$ cat src/rtl/stream_downsizer_if.sv
// stream_downsizer_if: word-in / chunk-out valid-ready bundle; o_last exists only with DOWNSIZER_LAST_EN
interface stream_downsizer_if #(
   parameter int DATA_WIDTH = 32,
   parameter int OUT_WIDTH  = 8
);
   logic                  i_valid;
   logic                  i_ready;
   logic [DATA_WIDTH-1:0] i_data;
   logic                  o_ready;
   logic                  o_valid;
   logic [OUT_WIDTH-1:0]  o_data;
`ifdef DOWNSIZER_LAST_EN
   logic                  o_last;
`endif
   modport slave (
`ifdef DOWNSIZER_LAST_EN
      output o_last,
`endif
      input  i_valid, i_data, o_ready,
      output i_ready, o_valid, o_data
   );
   modport master (
`ifdef DOWNSIZER_LAST_EN
      input  o_last,
`endif
      output i_valid, i_data, o_ready,
      input  i_ready, o_valid, o_data
   );
endinterface

$ cat src/rtl/stream_downsizer.sv
// stream_downsizer: splits each DATA_WIDTH word into DATA_WIDTH/OUT_WIDTH chunks, LSB first; DOWNSIZER_LAST_EN adds o_last
module stream_downsizer #(
   parameter int DATA_WIDTH = 32,
   parameter int OUT_WIDTH  = 8
) (
   input logic clk,
   input logic n_rst,
   stream_downsizer_if.slave bus
);
   localparam int RATIO = DATA_WIDTH / OUT_WIDTH;
   localparam int CW    = (RATIO > 1) ? $clog2(RATIO) : 1;
   if ((DATA_WIDTH % OUT_WIDTH) != 0 || RATIO < 2) begin : g_bad_ratio
      $error("stream_downsizer: DATA_WIDTH must be a multiple (>=2x) of OUT_WIDTH");
   end
   typedef enum logic {IDLE, SHIFT} state_t;
   state_t                state, state_nx;
   logic [DATA_WIDTH-1:0] sreg, sreg_nx;
   logic [CW-1:0]         cnt, cnt_nx;
   logic                  last, accept, xfer;
   always_ff @(posedge clk or negedge n_rst) begin
      if (!n_rst) begin
         state <= IDLE;
         sreg  <= '0;
         cnt   <= '0;
      end else begin
         state <= state_nx;
         sreg  <= sreg_nx;
         cnt   <= cnt_nx;
      end
   end
   // A new word wins over the shift so the last chunk and the next load share one edge
   always_comb begin
      last     = (state == SHIFT) && (cnt == CW'(RATIO - 1));
      xfer     = (state == SHIFT) && bus.o_ready;
      accept   = bus.i_valid && ((state == IDLE) || (last && bus.o_ready));
      state_nx = accept ? SHIFT : (xfer && last) ? IDLE : state;
      sreg_nx  = accept ? bus.i_data : xfer ? (sreg >> OUT_WIDTH) : sreg;
      cnt_nx   = (accept || (xfer && last)) ? '0 : xfer ? cnt + 1'b1 : cnt;
   end
   assign bus.i_ready = (state == IDLE) || (last && bus.o_ready);
   assign bus.o_valid = (state == SHIFT);
   assign bus.o_data  = sreg[OUT_WIDTH-1:0];
`ifdef DOWNSIZER_LAST_EN
   assign bus.o_last  = last;
`endif
endmodule
$ cat src/flat_wrapper.sv
// flat-port wrapper written by rule: the top's interface ports become plain ports
module stream_downsizer_flat 
#(
   parameter int DATA_WIDTH = 32,
   parameter int OUT_WIDTH  = 8
)
  (clk, n_rst, bus_i_valid, bus_i_data, bus_o_ready, bus_i_ready, bus_o_valid, bus_o_data);
  stream_downsizer_if #(.DATA_WIDTH(DATA_WIDTH), .OUT_WIDTH(OUT_WIDTH)) bus_i ();
  input logic clk;
  input logic n_rst;
  input wire logic [$bits(bus_i.i_valid)-1:0] bus_i_valid;
  input wire logic [$bits(bus_i.i_data)-1:0] bus_i_data;
  input wire logic [$bits(bus_i.o_ready)-1:0] bus_o_ready;
  output wire logic [$bits(bus_i.i_ready)-1:0] bus_i_ready;
  output wire logic [$bits(bus_i.o_valid)-1:0] bus_o_valid;
  output wire logic [$bits(bus_i.o_data)-1:0] bus_o_data;
  assign bus_i.i_valid = bus_i_valid;
  assign bus_i.i_data = bus_i_data;
  assign bus_i.o_ready = bus_o_ready;
  assign bus_i_ready = bus_i.i_ready;
  assign bus_o_valid = bus_i.o_valid;
  assign bus_o_data = bus_i.o_data;
  stream_downsizer #(.DATA_WIDTH(DATA_WIDTH), .OUT_WIDTH(OUT_WIDTH)) u_core (.clk(clk), .n_rst(n_rst), .bus(bus_i));
endmodule
$ cat config.mk
export PLATFORM = sky130hd
export DESIGN_NAME = stream_downsizer_flat
export DESIGN_NICKNAME = d
export VERILOG_FILES = /design/src/rtl/stream_downsizer_if.sv /design/src/rtl/stream_downsizer.sv /design/src/flat_wrapper.sv
export SDC_FILE = /design/constraint.sdc
export NUM_CORES = 1
export LEC_CHECK = 0
export ABC_AREA = 1
export CORE_ASPECT_RATIO = 0.9
export CORE_MARGIN = 2
export CORE_UTILIZATION = 53
export CTS_CLUSTER_DIAMETER = 50
export DETAILED_ROUTE_END_ITERATION = 10
export PLACE_DENSITY = 0.85
export SYNTH_ARGS = -nofsm -noshare
export SYNTH_HDL_FRONTEND = slang
export SYNTH_SLANG_ARGS = --single-unit
$ cat constraint.sdc
create_clock -name clk -period 2.16 [get_ports clk]
set_clock_uncertainty 0.2 [all_clocks]
set_input_delay 0.432 -clock clk [delete_from_list [all_inputs] [get_ports clk]]
set_output_delay 0.432 -clock clk [all_outputs]
set_load 0.05 [all_outputs]
# Yosys cells after proc, flatten, opt, wreduce, memory -nomap -nowiden
# Index checks and enable logic that the tools add are counted.
dict set report op_classes {
  add_sub_neg 1
  shift 0
  reduce_logical 10
  multipliers 0
  n_div 0
  n_eq_ne 1
  mux 6
  n_bitwise 1
  order_cmp 0
}
# operator count
set ops {}
lappend ops {{2-to-1 mux 32 bit} 2}
lappend ops {{nonzero test 2 bit} 3}
lappend ops {{logical AND 1 bit} 5}
lappend ops {{2-to-1 mux 2 bit} 2}
lappend ops {{adder 2 x 1 -> 2 bit, second input constant} 1}
lappend ops {{== test 2 bit, second input constant} 1}
lappend ops {{logical OR 1 bit} 2}
lappend ops {{2-to-1 mux 1 bit} 2}
lappend ops {{inverter 1 bit} 1}
dict set report word_totals {
  ff_bits 35
  ramBits 0
  wordCells 22
  rom_bits 0
  n_memories 0
  latchBits 0
}

# Depth between registers and ports, before layout
# Gate-level depths: netlist (run 1).
dict set report depth {
  ltp_word 7
  depth_mapped 8
}

# Worst setup path after synthesis (run 1)
# Ideal clock, no wire load.
dict set report synth_path {
  path_type {register to output}
  start {register u_core.state (netlist: u_core.bus.o_valid)}
  end {output bus_i_ready}
  t_required_ns 1.528
  slack_ns 0.168
  path_buffers 1
  path_stages_with_launch 4
  arrival_time_ns 1.360
  path_cell_list {dfrtp_1 > nand3_2 > nand2_2 > buf_2}
}
dict set report synth_via {
  elab_chain_cells 3
}
# element line_no
set synth_lines {}
lappend synth_lines {{start: declaration} stream_downsizer.sv:16} ;# state_t state, state_nx;
lappend synth_lines {{start signal: assignment} stream_downsizer.sv:26} ;# state <= state_nx;
lappend synth_lines {{logical AND 1 bit} stream_downsizer.sv:33} ;# last = (state == SHIFT) && (cnt == CW'(RATIO - 1));
lappend synth_lines {{logical AND 1 bit} stream_downsizer.sv:40} ;# assign bus.i_ready = (state == IDLE) || (last && bus.o_ready);
lappend synth_lines {{logical OR 1 bit (*)} stream_downsizer.sv:40}
lappend synth_lines {{end: declaration} flat_wrapper.sv:14} ;# output wire logic [$bits(bus_i.i_ready)-1:0] bus_i_ready;
# Mark *: on every way between the ends. The rest lies on a longest branch, timed or not.

# Worst setup path after layout (run 1)
dict set report layout_path {
  start {register u_core.sreg[7]}
  end {output bus_o_data[7]}
}
# element line_no
set layout_rtl {}
lappend layout_rtl {{start: declaration} stream_downsizer.sv:17} ;# logic [DATA_WIDTH-1:0] sreg, sreg_nx;
lappend layout_rtl {{start signal: assignment} stream_downsizer.sv:27} ;# sreg <= sreg_nx;
lappend layout_rtl {{end: declaration} flat_wrapper.sv:16} ;# output wire logic [$bits(bus_i.o_data)-1:0] bus_o_data;
# No word-level cell between the ends.

==> results.toml, run 1 <==
[synth]
synth_top_family_by_area = "simple AND/OR/NAND/NOR gates"
seq_area_frac_synth_pct = 46.33
synthAdderAreaFrac_pct = 0.6618
synth_simple_gate_area_share_pct = 32.43
post_synth_xor_area_fraction_pct = 0
synth_mux_area_share_pct = 0
synth.avg_cell_area_um2 = 7.356
syn_area_mm2 = 0.001891
syn_inst = 257
synth_fp_nets = 294
synth.area.top_cells = "sky130_fd_sc_hd__dfrtp_1, sky130_fd_sc_hd__nand3_1, sky130_fd_sc_hd__nand2_1"
synth_compound_area_share_pct = 2.647
yosys.area.top_type = "sky130_fd_sc_hd__dfrtp_1"
synth_largest_type_area_fraction_pct = 46.33
synth-seq-cells = 35
synth_warnings = 0
yosysUniqueCellTypes = 16

[sta]
timing_worst_slew_pin_value_ps = 488.3
setup_total_negative_slack_ps = 0
crit_share_post_route_pct = 96.00
relSlewSlack_pct = 67.34
setup_viol = 0
worst_slack_ps = 86.41
timing.fmax_mhz = 482.3
final_worst_hold_slack_ps = 281.0
hold_viol_final = 0
fin_crit_ps = 2074
grt_setup_unrepaired = "no"
timing.final.max_slew_violations = 0

[die]
rows = 20
dieHeight_um = 60.66
io_pins = 46
floorplan.initialDensity_pct = 55.55
core_area_mm2 = 0.003403
die-area_mm2 = 0.004061
die_width_um = 66.96

[cells_and_area]
filler_cell_count_in_the_final_layout = 300
area_growth_pct = 27.40
ff_latch_area_um2 = 875.8
number_of_nets_in_the_layout = 331
layout_common_cells = "sky130_fd_sc_hd__nand2_1, sky130_fd_sc_hd__nand3_1, sky130_fd_sc_hd__inv_1, sky130_fd_sc_hd__clkdlybuf4s50_1, sky130_fd_sc_hd__dfrtp_1"
mostFrequentLayoutCell = "sky130_fd_sc_hd__nand2_1"
antenna_cells_inserted = 0
drive_above_1_share_pct = 7.483
area_used_by_multi_input_combinational_logic_um2 = 675.6

[drt]
ant_nets = 0
drt_first_pass_iters = 5
routed_via_density = 4.964
drc_errors = 0
vias = 1678
detailedRoute.firstIterationViolations = 80
wirelength_um = 3885
wl_cell_um = 11.49

[worst_hold_path]
worst_hold_path.num_cells = 2
hold_start = "u_core.sreg[4]$_DFFE_PN0P_"
hold_path_end = "u_core.sreg[4]$_DFFE_PN0P_"
tightest_hold_check_type = "flop to flop"

[critical_path]
timing.critical_path.from_type = "flop"
worstPathMaxFanout = 2
cp-end-kind = "output pin"
crit_chain = "clkdlybuf4s50_1"
crit_path_top_delay_cell = "sky130_fd_sc_hd__clkdlybuf4s50_1"
critical_path_required_ps = 1530
worst_ep_arrival_time_ps = 1440
critical_path.max_stage_delay_ps = 800
timing.critical_path.buf_inv = 1
worst-path-stages = 1
crit-reg2reg-launch = "u_core.cnt[0]$_DFFE_PN0P_"
criticalPathCategory = "flop to output pin"
timing.critical_path.from = "u_core.sreg[7]$_DFFE_PN0P_"
r2r.worst_path.cells = 7
critical_path.reg2reg.endpoint = "u_core.sreg[18]$_DFFE_PN0P_"
worst_path_top_cell_family_by_delay = "buffers and inverters"
r2r_setup_slack_ps = 520

[global_routing]
first_global_vias = 1615
antenna_found_initial = 0
grt_first_pass_wirelength_um = 6810
global_route.overflow_total = 0
grtUsageTotal_pct = 22.35
grt_max_degree = 36

[outcome]
outcome = "finished, final reports clean"

[cts]
clkLatencyLatePin_ps = 280
number_of_gates_given_a_new_drive_strength_after_cts = 0
clkSinkCount = 35
quantity_of_hold_fixing_buffers_added_after_cts = 0
cts_htree_levels = 2
clock_path_buffers = 2
clkTransAtPathRegs_ps = 70
cts.repair_timing.setup_buffer_count = 0
tritoncts.num_buffers = 5
cts_tree = "done"
clk_root_buffer_cell = "sky130_fd_sc_hd__clkbuf_8"

[placement]
dpl_worst_slack_ps = 116.4
port_buffer_cells = 45
place_congestion = 0.7759
dp_hpwl_um = 2603

[job]
cap_viol_max_count = 0

[pwr]
fin_total_pwr_uw = 3132
ir_worst_vdd_mv = 0.7606
reported_leakage_power_uw = 0.001328
power.density_mw_per_mm2 = 1300
-- cells in the mapped netlist --
| cell type | number |
|---|---|
| sky130_fd_sc_hd__inv_2 | 1 |
| sky130_fd_sc_hd__dfrtp_1 | 35 |
| sky130_fd_sc_hd__nand2_2 | 3 |
| sky130_fd_sc_hd__buf_6 | 2 |
| sky130_fd_sc_hd__nand2_1 | 75 |
| sky130_fd_sc_hd__buf_4 | 11 |
| sky130_fd_sc_hd__buf_2 | 7 |
| sky130_fd_sc_hd__clkbuf_1 | 1 |
| sky130_fd_sc_hd__buf_1 | 1 |
| sky130_fd_sc_hd__ha_1 | 1 |
| sky130_fd_sc_hd__o21ai_0 | 10 |
| sky130_fd_sc_hd__nand4_1 | 1 |
| sky130_fd_sc_hd__nand3_1 | 57 |
| sky130_fd_sc_hd__nand3_2 | 1 |
| sky130_fd_sc_hd__nand2_4 | 1 |
| sky130_fd_sc_hd__inv_1 | 50 |
-- cell families (layout without fill, tap and decap cells) --
family                     after synthesis  in the layout
AOI/OAI and AO/OA                       10             10
and+or+nand+nor                        138            138
DFF                                     35             35
buffers and inverters                   73            110
adders and majority gates                1              1
-- area by class of cell --
type                       instances  share of cell area (%)
multi-input combinational        149                   28.05
tap                               44                   2.286
clock buffer                       6                   3.429
inverter                          51                   7.948
sequential                        35                   36.36
clock inverter                     1                  0.2078
timing repair buffer              52                   21.71
-- metal layers --
| layer | vias up | routed length, µm | global-route usage, % | part of all wire [%] |
|---|---|---|---|---|
| met5 | - | 0 | 0 | 0 |
| li1 | 847 | - | - | - |
| met4 | 0 | 69 | 7.289 | 1.8 |
| met1 | 753 | 1693 | 27.47 | 44 |
| met3 | 7 | 294 | 5.751 | 7.6 |
| met2 | 71 | 1828 | 39.00 | 47 |
-- flip-flops by register name (all words and copies together), names as in the netlist --
| register | cells |
|---|---|
| u_core.sreg | 32 |
| u_core.cnt | 2 |
| u_core.bus.o_valid | 1 |
-- through the flow --
step / std cells / cell area, µm² / util [%]
3_3_place_gp: 331 / 2321 / 68.20
3_5_place_dp: 331 / 2321 / 68.20
6_report: 338 / 2409 / 70.77
2_1_floorplan: 257 / 1891 / -
4_1_cts: 338 / 2409 / 70.77
5_1_grt: 338 / 2409 / 70.77
-- how the worst max path moves through the flow --
stage / endpoint / slack [ps]
floorplan: bus_i_ready / 170
global placement: bus_i_ready / 150
detailed placement: u_core.sreg[12]$_DFFE_PN0P_ / 120
CTS: bus_o_data[0] / 80
global route: bus_o_data[0] / 40
finish: bus_o_data[7] / 90
-- power breakdown --
part           switching, µW  total [µW]  internal, µW
combinational           1000        1570           569
sequential               146        1090           943
clock                    224         473           250
total                   1370        3130          1760
No activity file was read; power rests on OpenSTA's default activity.
==> run 2, diff against run 1 <==
RECOVER_POWER = 50   (was not set)
==> results.toml, run 2 (synthesis results as in run 1) <==
[global_routing]
antenna_found_initial = 0
global_route.overflow_total = 0
use_met3_pct = 5.751
first_global_vias = 1615
global_route.peak_usage_layer = "met2"
use_met2_pct = 39.00
grt_first_pass_wirelength_um = 6810
grtUsageMet1_pct = 27.47
grtUsageTotal_pct = 22.35
grt_max_degree = 36

[critical_path]
critical_path.max_stage_delay_ps = 800
timing.critical_path.buf_inv = 1
worst_ep_arrival_time_ps = 1440
crit-reg2reg-launch = "u_core.cnt[1]$_DFFE_PN0P_"
criticalPathCategory = "flop to output pin"
critical_path_required_ps = 1530
worst_path_top_cell_family_by_delay = "buffers and inverters"
timing.critical_path.from_type = "flop"
crit_chain = "clkdlybuf4s50_1"
crit_path_top_delay_cell = "sky130_fd_sc_hd__clkdlybuf4s50_1"
critical_path.reg2reg.endpoint = "u_core.sreg[12]$_DFFE_PN0P_"
cp-end-kind = "output pin"
worstPathMaxFanout = 2
r2r.worst_path.cells = 7
r2r_setup_slack_ps = 510

[sta]
timing.fmax_mhz = 482.2
grt_setup_unrepaired = "no"
relSlewSlack_pct = 44.00
timing.final.max_slew_violations = 0
timing_worst_slew_pin_value_ps = 840.1
fin_crit_ps = 2074
crit_share_post_route_pct = 96.01
setup_total_negative_slack_ps = 0
setup_viol = 0
hold_viol_final = 0

[die]
rows = 20
io_pins = 46
die_width_um = 66.96
dieHeight_um = 60.66
floorplan.initialDensity_pct = 55.55
core_area_mm2 = 0.003403
die-area_mm2 = 0.004061

[cells_and_area]
post-route-cell-area_mm2 = 0.002397
layout_common_cells = "sky130_fd_sc_hd__nand2_1, sky130_fd_sc_hd__nand3_1, sky130_fd_sc_hd__inv_1, sky130_fd_sc_hd__clkdlybuf4s50_1, sky130_fd_sc_hd__dfrtp_1"
antenna_cells_inserted = 0
largest_reg_flops = 32
register_with_the_most_flip_flops = "u_core.sreg"
drive_above_1_share_pct = 6.803
area_growth_pct = 26.80
mostFrequentLayoutCell = "sky130_fd_sc_hd__nand2_1"
number_of_nets_in_the_layout = 331
ff_latch_area_um2 = 875.8
area_used_by_multi_input_combinational_logic_um2 = 673.1
filler_cell_count_in_the_final_layout = 302

[drt]
wirelength_um = 3898
routed_via_density = 4.917
ant_nets = 0
detailedRoute.firstIterationViolations = 82
wl_cell_um = 11.53
drt_first_pass_iters = 4
drc_errors = 0
vias = 1662

[cts]
clkSinkCount = 35
clkLatencyLatePin_ps = 280
cts_tree = "done"
quantity_of_hold_fixing_buffers_added_after_cts = 0
clk_root_buffer_cell = "sky130_fd_sc_hd__clkbuf_8"
number_of_gates_given_a_new_drive_strength_after_cts = 0
clkTransAtPathRegs_ps = 70
tritoncts.num_buffers = 5
cts.repair_timing.setup_buffer_count = 0
clock_path_buffers = 2
cts_htree_levels = 2

[pwr]
reported_leakage_power_uw = 0.001323
ir_worst_vdd_mv = 0.7615
power.density_mw_per_mm2 = 1300

[worst_hold_path]
hold_start = "u_core.sreg[4]$_DFFE_PN0P_"
hold_path_end = "u_core.sreg[4]$_DFFE_PN0P_"
worst_hold_path.num_cells = 2
tightest_hold_check_type = "flop to flop"

[job]
cap_viol_max_count = 0

[placement]
dp_hpwl_um = 2603
post_dp_area_mm2 = 0.002321
port_buffer_cells = 45
place_congestion = 0.7759

[outcome]
outcome = "finished, final reports clean"
## run 2: per-layer routing
metal	vias up	part of all wire, %
li1	849	-
met1	748	45
met2	58	47
met3	7	6.8
met4	0	1.8
met5	-	0
## run 2: area by class of cell
cell class / count / share of cell area [%]
inverter: 51 / 7.985
multi-input combinational: 149 / 28.08
timing repair buffer: 52 / 21.45
sequential: 35 / 36.53
tap: 44 / 2.296
clock buffer: 6 / 3.445
clock inverter: 1 / 0.2088
## run 2: how the worst max path moves through the flow
stage | start | end | slack [ps] | cells past startpoint
2_1_floorplan | u_core.bus.o_valid$_DFFE_PN0P_ | bus_i_ready | 170 | 3
4_1_cts | u_core.sreg[0]$_DFFE_PN0P_ | bus_o_data[0] | 80 | 1
3_5_place_dp | bus_o_ready | u_core.sreg[12]$_DFFE_PN0P_ | 120 | 7
3_3_place_gp | bus_o_ready | bus_i_ready | 150 | 4
5_1_grt | u_core.sreg[0]$_DFFE_PN0P_ | bus_o_data[0] | 40 | 1
6_report | u_core.sreg[7]$_DFFE_PN0P_ | bus_o_data[7] | 90 | 1
## run 2: metrics by stage
step	util, %	std cells	hold WS [ps]	setup slack [ps]	total power [µW]
after floorplan	-	257	-63.59	168.1	2307
after global placement	68.20	331	261.4	149.2	2610
after detailed placement	68.20	331	265.1	116.4	2664
after CTS	70.77	338	282.8	82.94	3147
after global routing	70.44	338	299.5	42.27	3387
final	70.44	338	281.6	86.18	3117
## run 2: power breakdown
part           total (µW)  switching [µW]  internal [µW]
Sequential           1090             147            943
Combinational        1550            1000            554
Clock                 472             222            250
Total                3120            1370           1750
## run 2: worst register-to-register path, stage by stage (launching register included)
cell                      delay [ps]
sky130_fd_sc_hd__dfrtp_1         360
sky130_fd_sc_hd__ha_1            170
sky130_fd_sc_hd__nand3_2         100
sky130_fd_sc_hd__nand2_2         190
sky130_fd_sc_hd__buf_4           260
sky130_fd_sc_hd__nand3_1         100
sky130_fd_sc_hd__nand3_1          90
sky130_fd_sc_hd__nand2_1          70
